## src/rtl/diver_collision_detector_pkg.sv

```systemverilog
// Shared game definitions for the diver collision detector slice.
// Contents:
//   MAX_X, MAX_Y : visible frame size; the last visible pixel is (MAX_X-1, MAX_Y-1)
//   state_t      : detector state encoding (PLAY, IMMUNE, OVER)
//   SPRITE_BG    : background colour shared with the display path
//   sat_inc8     : 8-bit saturating increment used by the overlap counter
package diver_collision_detector_pkg;

    localparam int unsigned MAX_X = 32'd640;
    localparam int unsigned MAX_Y = 32'd480;

    localparam logic [11:0] SPRITE_BG = 12'h6DE;

    typedef enum logic [1:0] {
        PLAY   = 2'd0,
        IMMUNE = 2'd1,
        OVER   = 2'd2
    } state_t;

    // Increment that sticks at 255 instead of wrapping to 0.
    function automatic logic [7:0] sat_inc8(input logic [7:0] value);
        logic [7:0] result;
        if (value == 8'hFF) begin
            result = 8'hFF;
        end else begin
            result = value + 8'd1;
        end
        return result;
    endfunction

endpackage

```

## src/rtl/diver_collision_detector_if.sv

```systemverilog
// Pixel-stream and status bundle of the diver collision detector.
// Signals:
//   p_tick, video_on, x, y    : timing and coordinate stream from vga_sync
//   diver_on, obstacle_on     : sprite pixel-valid flags aligned with x/y
//   collision                 : one-clk hit pulse towards diver_controller
//   immune, lives, game_over  : status towards display_top
// Modports:
//   master : pixel-stream source / status sink
//   slave  : the detector itself
interface diver_collision_detector_if;

    logic       p_tick;
    logic       video_on;
    logic [9:0] x;
    logic [9:0] y;
    logic       diver_on;
    logic       obstacle_on;
    logic       collision;
    logic       immune;
    logic [1:0] lives;
    logic       game_over;

    modport master (
        output p_tick, video_on, x, y, diver_on, obstacle_on,
        input  collision, immune, lives, game_over
    );

    modport slave (
        input  p_tick, video_on, x, y, diver_on, obstacle_on,
        output collision, immune, lives, game_over
    );

endinterface

```

## src/rtl/diver_collision_detector_frame_overlap_counter.sv

```systemverilog
// Counts, per frame, the visible pixels where diver and obstacle overlap, and
// flags the frame-end pixel together with the hit decision for that frame.
// Ports:
//   clk, reset               : clock, synchronous active-high reset
//   p_tick, video_on, x, y   : pixel stream from vga_sync
//   diver_on, obstacle_on    : sprite pixel flags aligned with x/y
//   frame_end                : high on the p_tick cycle at (MAX_X-1, MAX_Y-1)
//   hit                      : high with frame_end when the frame reached OVERLAP_MIN
// frame_end and hit are decoded from the registered count plus the current
// pixel so the parent can register its decision on the very next edge, which
// keeps the outputs one clock behind the frame-end tick.
module diver_collision_detector_frame_overlap_counter
    import diver_collision_detector_pkg::*;
#(
    parameter int unsigned FRAME_W     = MAX_X,
    parameter int unsigned FRAME_H     = MAX_Y,
    parameter int unsigned OVERLAP_MIN = 32'd4
) (
    input  logic       clk,
    input  logic       reset,
    input  logic       p_tick,
    input  logic       video_on,
    input  logic [9:0] x,
    input  logic [9:0] y,
    input  logic       diver_on,
    input  logic       obstacle_on,
    output logic       frame_end,
    output logic       hit
);

    localparam logic [9:0] X_LAST = 10'(FRAME_W - 32'd1);
    localparam logic [9:0] Y_LAST = 10'(FRAME_H - 32'd1);
    localparam logic [7:0] MIN_C  = 8'(OVERLAP_MIN);

    logic [7:0] overlap_cnt_r;
    logic [7:0] cnt_incl_s;
    logic       overlap_s;
    logic       frame_end_s;
    logic       hit_s;

    // Count including the current pixel, so an overlap on the frame-end pixel
    // still belongs to the frame it closes.
    always_comb begin
        overlap_s   = p_tick & video_on & diver_on & obstacle_on;
        if (overlap_s) begin
            cnt_incl_s = sat_inc8(overlap_cnt_r);
        end else begin
            cnt_incl_s = overlap_cnt_r;
        end
        frame_end_s = p_tick & (x == X_LAST) & (y == Y_LAST);
        hit_s       = frame_end_s & (cnt_incl_s >= MIN_C);
    end

    // Overlap accumulator; restarts at every frame end.
    always_ff @(posedge clk) begin
        if (reset) begin
            overlap_cnt_r <= 8'd0;
        end else if (frame_end_s) begin
            overlap_cnt_r <= 8'd0;
        end else begin
            overlap_cnt_r <= cnt_incl_s;
        end
    end

    assign frame_end = frame_end_s;
    assign hit       = hit_s;

endmodule

```

## src/rtl/diver_collision_detector.sv

```systemverilog
// Pixel-overlap collision detector upstream of diver_controller. Decides on a
// hit at each frame end, pulses collision, and tracks lives, the immunity
// window after a hit, and game-over.
// Ports:
//   clk   : system clock
//   reset : synchronous, active-high
//   bus   : diver_collision_detector_if.slave (pixel stream in, status out)
// All status outputs are registered and change one clock after the frame-end tick.
module diver_collision_detector
    import diver_collision_detector_pkg::*;
#(
    parameter int unsigned OVERLAP_MIN   = 32'd4,
    parameter int unsigned LIVES         = 32'd3,
    parameter int unsigned IMMUNE_FRAMES = 32'd120
) (
    input  logic                        clk,
    input  logic                        reset,
    diver_collision_detector_if.slave   bus
);

    localparam logic [1:0] LIVES_C  = 2'(LIVES);
    localparam logic [7:0] IMMUNE_C = 8'(IMMUNE_FRAMES);

    logic       frame_end_s;
    logic       hit_s;
    state_t     state_r;
    logic [7:0] imm_cnt_r;
    logic       collision_r;
    logic       immune_r;
    logic [1:0] lives_r;
    logic       game_over_r;

    diver_collision_detector_frame_overlap_counter #(
        .FRAME_W     (MAX_X),
        .FRAME_H     (MAX_Y),
        .OVERLAP_MIN (OVERLAP_MIN)
    ) u_counter (
        .clk         (clk),
        .reset       (reset),
        .p_tick      (bus.p_tick),
        .video_on    (bus.video_on),
        .x           (bus.x),
        .y           (bus.y),
        .diver_on    (bus.diver_on),
        .obstacle_on (bus.obstacle_on),
        .frame_end   (frame_end_s),
        .hit         (hit_s)
    );

    // Game FSM: acts only at frame end; collision is a single-clock pulse.
    always_ff @(posedge clk) begin
        if (reset) begin
            state_r     <= PLAY;
            imm_cnt_r   <= 8'd0;
            collision_r <= 1'b0;
            immune_r    <= 1'b0;
            lives_r     <= LIVES_C;
            game_over_r <= 1'b0;
        end else begin
            collision_r <= 1'b0;
            if (frame_end_s) begin
                case (state_r)
                    PLAY: begin
                        if (hit_s && (lives_r != 2'd0)) begin
                            collision_r <= 1'b1;
                            lives_r     <= lives_r - 2'd1;
                            imm_cnt_r   <= IMMUNE_C;
                            if (lives_r == 2'd1) begin
                                state_r     <= OVER;
                                game_over_r <= 1'b1;
                                immune_r    <= 1'b0;
                            end else begin
                                state_r  <= IMMUNE;
                                immune_r <= 1'b1;
                            end
                        end else begin
                            state_r <= PLAY;
                        end
                    end
                    IMMUNE: begin
                        // The frame on which immunity expires is still ignored.
                        if (imm_cnt_r <= 8'd1) begin
                            imm_cnt_r <= 8'd0;
                            state_r   <= PLAY;
                            immune_r  <= 1'b0;
                        end else begin
                            imm_cnt_r <= imm_cnt_r - 8'd1;
                        end
                    end
                    OVER: begin
                        state_r     <= OVER;
                        game_over_r <= 1'b1;
                        immune_r    <= 1'b0;
                    end
                    default: begin
                        // Unreachable encoding: fall back to the harmless game-over state.
                        state_r     <= OVER;
                        game_over_r <= 1'b1;
                        immune_r    <= 1'b0;
                    end
                endcase
            end else begin
                state_r <= state_r;
            end
        end
    end

    assign bus.collision = collision_r;
    assign bus.immune    = immune_r;
    assign bus.lives     = lives_r;
    assign bus.game_over = game_over_r;

endmodule

```

## src/flat_wrapper.sv

```systemverilog
// flat-port wrapper written by rule: the top's interface ports become plain ports
module diver_collision_detector_flat import diver_collision_detector_pkg::*;
#(
    parameter int unsigned OVERLAP_MIN   = 32'd4,
    parameter int unsigned LIVES         = 32'd3,
    parameter int unsigned IMMUNE_FRAMES = 32'd120
)
  (clk, reset, bus_p_tick, bus_video_on, bus_x, bus_y, bus_diver_on, bus_obstacle_on, bus_collision, bus_immune, bus_lives, bus_game_over);
  diver_collision_detector_if bus_i ();
  input  logic clk;
  input  logic reset;
  input wire logic [$bits(bus_i.p_tick)-1:0] bus_p_tick;
  input wire logic [$bits(bus_i.video_on)-1:0] bus_video_on;
  input wire logic [$bits(bus_i.x)-1:0] bus_x;
  input wire logic [$bits(bus_i.y)-1:0] bus_y;
  input wire logic [$bits(bus_i.diver_on)-1:0] bus_diver_on;
  input wire logic [$bits(bus_i.obstacle_on)-1:0] bus_obstacle_on;
  output wire logic [$bits(bus_i.collision)-1:0] bus_collision;
  output wire logic [$bits(bus_i.immune)-1:0] bus_immune;
  output wire logic [$bits(bus_i.lives)-1:0] bus_lives;
  output wire logic [$bits(bus_i.game_over)-1:0] bus_game_over;
  assign bus_i.p_tick = bus_p_tick;
  assign bus_i.video_on = bus_video_on;
  assign bus_i.x = bus_x;
  assign bus_i.y = bus_y;
  assign bus_i.diver_on = bus_diver_on;
  assign bus_i.obstacle_on = bus_obstacle_on;
  assign bus_collision = bus_i.collision;
  assign bus_immune = bus_i.immune;
  assign bus_lives = bus_i.lives;
  assign bus_game_over = bus_i.game_over;
  diver_collision_detector #(.OVERLAP_MIN(OVERLAP_MIN), .LIVES(LIVES), .IMMUNE_FRAMES(IMMUNE_FRAMES)) u_core (.clk(clk), .reset(reset), .bus(bus_i));
endmodule
```

## config.mk

```make
export PLATFORM = sky130hd
export DESIGN_NAME = diver_collision_detector_flat
export DESIGN_NICKNAME = d
export VERILOG_FILES = /design/src/rtl/diver_collision_detector_pkg.sv /design/src/rtl/diver_collision_detector_if.sv /design/src/rtl/diver_collision_detector_frame_overlap_counter.sv /design/src/rtl/diver_collision_detector.sv /design/src/flat_wrapper.sv
export SDC_FILE = /design/constraint.sdc
export NUM_CORES = 1
export LEC_CHECK = 0
export CAP_MARGIN = 0
export CORE_MARGIN = 10
export CORE_UTILIZATION = 48
export CTS_BUF_LIST = sky130_fd_sc_hd__clkbuf_4
export DETAILED_ROUTE_END_ITERATION = 10
export PLACE_DENSITY = 0.79
export RECOVER_POWER = 25
export SLEW_MARGIN = 5
export SYNTH_ARGS = -nofsm -noshare
export SYNTH_HDL_FRONTEND = slang
export SYNTH_SLANG_ARGS = --single-unit
```

## constraint.sdc

```tcl
create_clock -name clk -period 2.26 [get_ports clk]
set_clock_uncertainty 0.2 [all_clocks]
set_input_delay 0.339 -clock clk [delete_from_list [all_inputs] [get_ports clk]]
set_output_delay 0.339 -clock clk [all_outputs]
set_load 0.05 [all_outputs]
```

==> impl_metrics.tcl, run 1 <==
set metrics [dict create \
    outcome "finished, violations left" \
    violations "setup timing" \
    synth_cell_types 53 \
    min_path_cells 2 \
    crit_required_ps 2320 \
    cts-root-buf "clkbuf_4" \
    core-area_um2 3030 \
    place.gp.congestion 1.00 \
    synthTopCellsByArea "dfxtp_1 31%, nor2_1 5.2%, ha_1 4.2%" \
    synth_edf_count 0 \
    startpoint_type "register" \
    reg2reg_from "u_core.u_counter.overlap_cnt_r[0]" \
    fin_crit_sh 1.06 \
    antennaDiodeCount 0 \
    wire_per_inst_um 15.8 \
    fillCellCount 233 \
    hpwlAfterDp_mm 3.41 \
    drive_above_1_share 0.293 \
    path_max_fanout 5 \
    min_to "u_core.bus.game_over" \
    ys_seq_area_frac 0.306 \
    synth_top_cell_by_area "dfxtp_1" \
    grt_antenna_before_repair 0 \
    reg2reg_slack_ps -140 \
    fin_crit_ps 2400 \
    via_count 1666 \
    die_w_um 76.0 \
    setup_viol 14 \
    dr.pass1.iters 5 \
    reg2reg_depth 7 \
    routed_wl_mm 4.58 \
    start_util 0.496 \
    critPathArrivalTime_ps 2470 \
    path_class "reg2reg" \
    synthCells 180 \
    grt_pass1_wl_mm 7.65 \
    drc_errors 0 \
    finalHoldViolCount 0 \
    preCtsSetupSlack_ps -653 \
    clkSinkCount 23 \
    setup_ws_ps -141 \
    min_path_type "reg2reg" \
    grt_start_max_net_pins 16 \
    syn_nets 211 \
    fp.dieH_um 76.0 \
    syn_avg_cell_area_um2 8.35 \
    maxSlewViolCount 0 \
    grt_pass1_vias 1664 \
    die_area_um2 5770 \
    async_flop_share 0 \
    fmax_mhz 416 \
    timing.rr.end "u_core.imm_cnt_r[1]" \
    power_density_nw_per_um2 302 \
    portBuffers 30 \
    hold_ws_ps 300 \
    h-tree-depth 1 \
    cts_buffer_depth 2 \
    ant_nets 0 \
    end_kind "register" \
    slew_headroom 0.659 \
    grt_overflow 0 \
    ios 31 \
    cts_buffers 3 \
    insertion_delay_ps 320 \
    synth_warnings 0 \
    viasPerCell 5.74 \
    yosys_most_used_dff "dfxtp_1" \
    worst_pin_slew_ps 510 \
    synth_seq_cells 23 \
    rsz0062_at_grt "yes" \
    grt_util_all_layers 0.155 \
    dpl_cell_area_um2 2020 \
    syn_area_um2 1500 \
    cellLeakagePower_nw 0.879 \
    min_from "u_core.bus.game_over" \
    vdd_ir_drop_max_mv 0.254 \
    cts.reportedPaths.clkPinSlew_ps 130 \
    synth_top_area_share 0.306 \
    startpoint "u_core.u_counter.overlap_cnt_r[0]" \
    tritoncts "yes" \
    drv_cap 0 \
    syn_to_final_growth_pct 48.2 \
    p_total_mw 0.672 \
    rows 20 \
    postCtsHoldBufs 0 \
    finalInstanceArea_um2 2230 \
    fin_nets 278 \
    drt_iter0_drc 88 \
]
-- timing repair --
item,in CTS,in global routing
pin swaps,14,9
hold endpoints to repair,0,0
gates cloned,1,0
setup endpoints to repair,15,15
buffers inserted,9,1
resized for setup,23,9
-- per-stage QoR --
step | util | instances | TNS [ps]
6_report | 0.736 | 290 | -1070
5_1_grt | 0.736 | 290 | -2470
4_1_cts | 0.723 | 290 | -1100
3_5_place_dp | 0.666 | 276 | -8840
3_3_place_gp | 0.666 | 276 | -8390
2_1_floorplan | - | 180 | 0
-- worst max-delay path by stage --
stage                                endpoint  slack, ps  depth (start not counted)
after detailed placement  u_core.imm_cnt_r[1]       -650                          7
after global routing      u_core.imm_cnt_r[7]       -230                          9
after CTS                 u_core.imm_cnt_r[1]       -140                          7
after global placement    u_core.imm_cnt_r[1]       -610                          7
after floorplan           u_core.imm_cnt_r[6]          5                          8
final                     u_core.imm_cnt_r[1]       -140                          7
-- worst max-delay path: stages, from the launching register on --
cell and delay (ps):
dfxtp_4 400, ha_4 150, nand2_4 70, or4_4 430
o211a_4 170, o41a_1 490, o21ai_2 240, mux2i_1 200
-- sequential cells by signal (all words and copies together), names as in the netlist --
register / flops
u_core.bus.game_over: 1
u_core.bus.immune: 1
u_core.u_counter.overlap_cnt_r: 8
u_core.bus.lives: 2
u_core.imm_cnt_r: 8
u_core.state_r: 2
u_core.bus.collision: 1
-- cells in the mapped netlist (all sizes together), types with 2 or more instances --
library cell / n
dfxtp: 23
nor2: 21
nand2: 12
inv: 11
nor3: 11
nand3: 10
nand4: 8
a21oi: 6
o21ai: 6
clkbuf: 5
ha: 5
nand2b: 5
a21o: 4
and3: 4
nor2b: 4
a2111oi: 3
a31oi: 3
a41oi: 3
o31ai: 3
or4: 3
a221oi: 2
a311oi: 2
a31o: 2
and4: 2
buf: 2
mux2: 2
nor4: 2
-- final cells by class --
type / count / area (µm²) / share of cell area
Sequential cell: 23 / 474 / 0.213
Multi-Input combinational cell: 139 / 1040 / 0.467
Timing Repair Buffer: 69 / 588 / 0.264
Inverter: 11 / 41.3 / 0.0185
Clock buffer: 3 / 22.5 / 0.0101
Clock inverter: 1 / 5.00 / 0.00225
Tap cell: 44 / 55.1 / 0.0247
-- logic make-up after synthesis --
| group | count (synthesis) | synth area share |
|---|---|---|
| AOI/OAI and AO/OA | 44 | 0.240 |
| muxes | 3 | 0.0241 |
| DFF | 23 | 0.306 |
| buffers and inverters | 19 | 0.0741 |
| adders and majority gates | 5 | 0.0416 |
| and+or+nand+nor | 86 | 0.314 |
-- routing by layer --
layer | track usage | routed length, µm | part of all wire
met1 | 0.164 | 1750 | 0.38
met2 | 0.304 | 2590 | 0.56
met3 | 0.0259 | 199 | 0.043
met4 | 0.0398 | 49 | 0.011
met5 | 0 | 0 | 0
-- cells in the final DEF, fill, tap and decap left out, drive strengths merged, types with 2 or more instances in the layout --
master	Yosys	final
dfxtp	23	23
ha	5	5
dlygate4sd2	0	4
o21ai	6	6
a2111oi	3	3
a21oi	6	6
nand2b	5	5
nand4	8	8
nand2	12	12
nor2	21	21
nand3	10	10
and3	4	4
buf	2	38
o31ai	3	3
nor4	2	2
inv	11	11
a221oi	2	2
a311oi	2	2
clkdlybuf4s50	0	25
a41oi	3	3
a31o	2	2
and4	2	2
a31oi	3	3
o41a	1	2
mux2	2	2
nor3	11	11
nor2b	4	4
or4	3	3
clkbuf	5	4
a21o	4	4
-- power breakdown --
part,switching [mW],internal (mW)
Combinational,0.0231,0.0466
Clock,0.130,0.0664
Sequential,0.00191,0.404
Total,0.155,0.517
Power figures use the tool's default switching activity.
==> run 2: changes to the inputs <==
--- a/config.mk
+++ b/config.mk
@@ -12,6 +12,7 @@
 export DETAILED_ROUTE_END_ITERATION = 10
 export PLACE_DENSITY = 0.79
 export RECOVER_POWER = 25
+export SETUP_SLACK_MARGIN = 0.2
 export SLEW_MARGIN = 5
 export SYNTH_ARGS = -nofsm -noshare
 export SYNTH_HDL_FRONTEND = slang
==> run 2 against run 1 <==
Against the previous run: the flow still finishes with violations (setup timing); largest power group unchanged; final cell count is 1.7% higher; core utilization up 2.9 points; clock power about the same; setup slack better by 18 ps; die area unchanged; sequential power is essentially flat; combinational power grew 3%; non-clock buffer count grew 6.
==> impl_metrics.tcl, run 2 (synthesized netlist as in run 1, its figures left out) <==
set metrics [dict create \
    grt_antenna_before_repair 0 \
    ios 31 \
    finalHoldViolCount 0 \
    startpoint_type "register" \
    viasPerCell 5.72 \
    antennaDiodeCount 0 \
    ant_nets 0 \
    rsz0062_at_grt "yes" \
    portBuffers 30 \
    critPathArrivalTime_ps 2440 \
    via_count 1686 \
    layout_commonest_cell "buf_4" \
    tritoncts "yes" \
    dr.pass1.iters 4 \
    cts_buffer_depth 2 \
    die_w_um 76.0 \
    grt_pass1_vias 1658 \
    critPathSlowestCell "o41a_1" \
    maxSlewViolCount 0 \
    cts.reportedPaths.clkPinSlew_ps 140 \
    slowest_delay_ps 510 \
    grt_pass1_wl_mm 7.91 \
    grt_overflow 0 \
    worst_pin_slew_ps 649 \
    drc_errors 0 \
    hpwlAfterDp_mm 3.44 \
    routed_wl_mm 4.85 \
    rows 20 \
    cts_buffers 3 \
    violations "setup timing" \
    most-common-layout-cells "38 x buf_4, 21 x clkdlybuf4s50_1, 18 x nor2_1, 18 x dfxtp_1" \
    fin_util 0.764 \
    fmax_mhz 420 \
    path_class "reg2reg" \
    place.gp.congestion 0.880 \
    crit_required_ps 2320 \
    end_kind "register" \
    fin_nets 283 \
    setup_viol 13 \
    path_cells "buf_4 -> and3_2 -> nand4_1 -> mux2_4 -> o41a_1 -> o21ai_2 -> mux2i_1" \
    drv_cap 0 \
    grt_start_max_net_pins 16 \
    power_density_nw_per_um2 292 \
    outcome "finished, violations left" \
    hold_ws_ps 296 \
    syn_to_final_growth_pct 54.0 \
    h-tree-depth 1 \
    fin_crit_sh 1.05 \
    vdd_ir_drop_max_mv 0.272 \
    cts-root-buf "clkbuf_4" \
    fp.dieH_um 76.0 \
    min_path_type "reg2reg" \
    critPathBufInv 1 \
    setup_ws_ps -123 \
    top_regs "u_core.imm_cnt_r x8, u_core.u_counter.overlap_cnt_r x8" \
    wire_per_inst_um 16.4 \
    clkSinkCount 23 \
    cellLeakagePower_nw 0.918 \
    fin_crit_ps 2380 \
    insertion_delay_ps 330 \
    core-area_um2 3030 \
    crit_family "compound AO/OA/AOI/OAI gates" \
    drive_above_1_share 0.323 \
    grt_util_all_layers 0.159 \
    die_area_um2 5770 \
    start_util 0.496 \
    slew_headroom 0.569 \
    drt_iter0_drc 115 \
    path_max_fanout 5 \
]
==> run 2: changes by cell type in the layout (fill, tap and decap cells not counted), sizes merged <==
cell | before | now
buf | 38 | 44
clkbuf | 4 | 5
clkdlybuf4s50 | 25 | 21
dlygate4sd2 | 4 | 7
o41a | 2 | 1
==> run 2: timing repair <==
item,in CTS,in global routing
endpoints found under the setup margin,18,16
buffers inserted,11,3
endpoints found under the hold margin,0,0
gates resized for setup,29,14
hold buffers,0,0
pin swaps,20,12
==> run 2: metal layers <==
metal / share of wire / track usage
met5: 0 / 0
met2: 0.58 / 0.317
met4: 0.011 / 0.0473
met1: 0.38 / 0.162
met3: 0.024 / 0.0248
==> run 2: layout make-up <==
| cell class | instances | area (µm²) |
|---|---|---|
| inverters | 11 | 41.3 |
| clock inverters | 1 | 5.00 |
| fillers | 219 | 714 |
| multi-input cells | 138 | 1060 |
| well taps | 44 | 55.1 |
| clock buffers | 3 | 22.5 |
| flip-flops and latches | 23 | 479 |
| repair buffers | 75 | 651 |
==> run 2: metrics by stage <==
stage	setup slack, ps	cell area, µm²	power (mW)	std cells	setup TNS [ps]
6_report	-123	2310	0.675	295	-1030
5_1_grt	-207	2310	0.694	295	-2100
4_1_cts	-160	2230	0.672	292	-1110
3_5_place_dp	-669	2040	0.487	277	-8470
3_3_place_gp	-632	2040	0.485	277	-8040
2_1_floorplan	29.6	1520	0.433	180	0
==> run 2: power breakdown <==
part,internal (mW),switching (mW),total [mW],leakage [nW]
Clock,0.0664,0.133,0.199,0.0177
Combinational,0.0472,0.0246,0.0717,0.711
Sequential,0.402,0.00198,0.404,0.189
==> run 2: path summary, 6_finish.rpt <==
path / slack [ps] / depth (start not counted) / to / startpoint
max reg2reg: -120 / 7 / u_core.imm_cnt_r[1] / u_core.u_counter.overlap_cnt_r[0]
min reg2reg: 300 / 1 / u_core.u_counter.overlap_cnt_r[4] / u_core.u_counter.overlap_cnt_r[3]
min: 300 / 1 / u_core.u_counter.overlap_cnt_r[4] / u_core.u_counter.overlap_cnt_r[3]
max: -120 / 7 / u_core.imm_cnt_r[1] / u_core.u_counter.overlap_cnt_r[0]
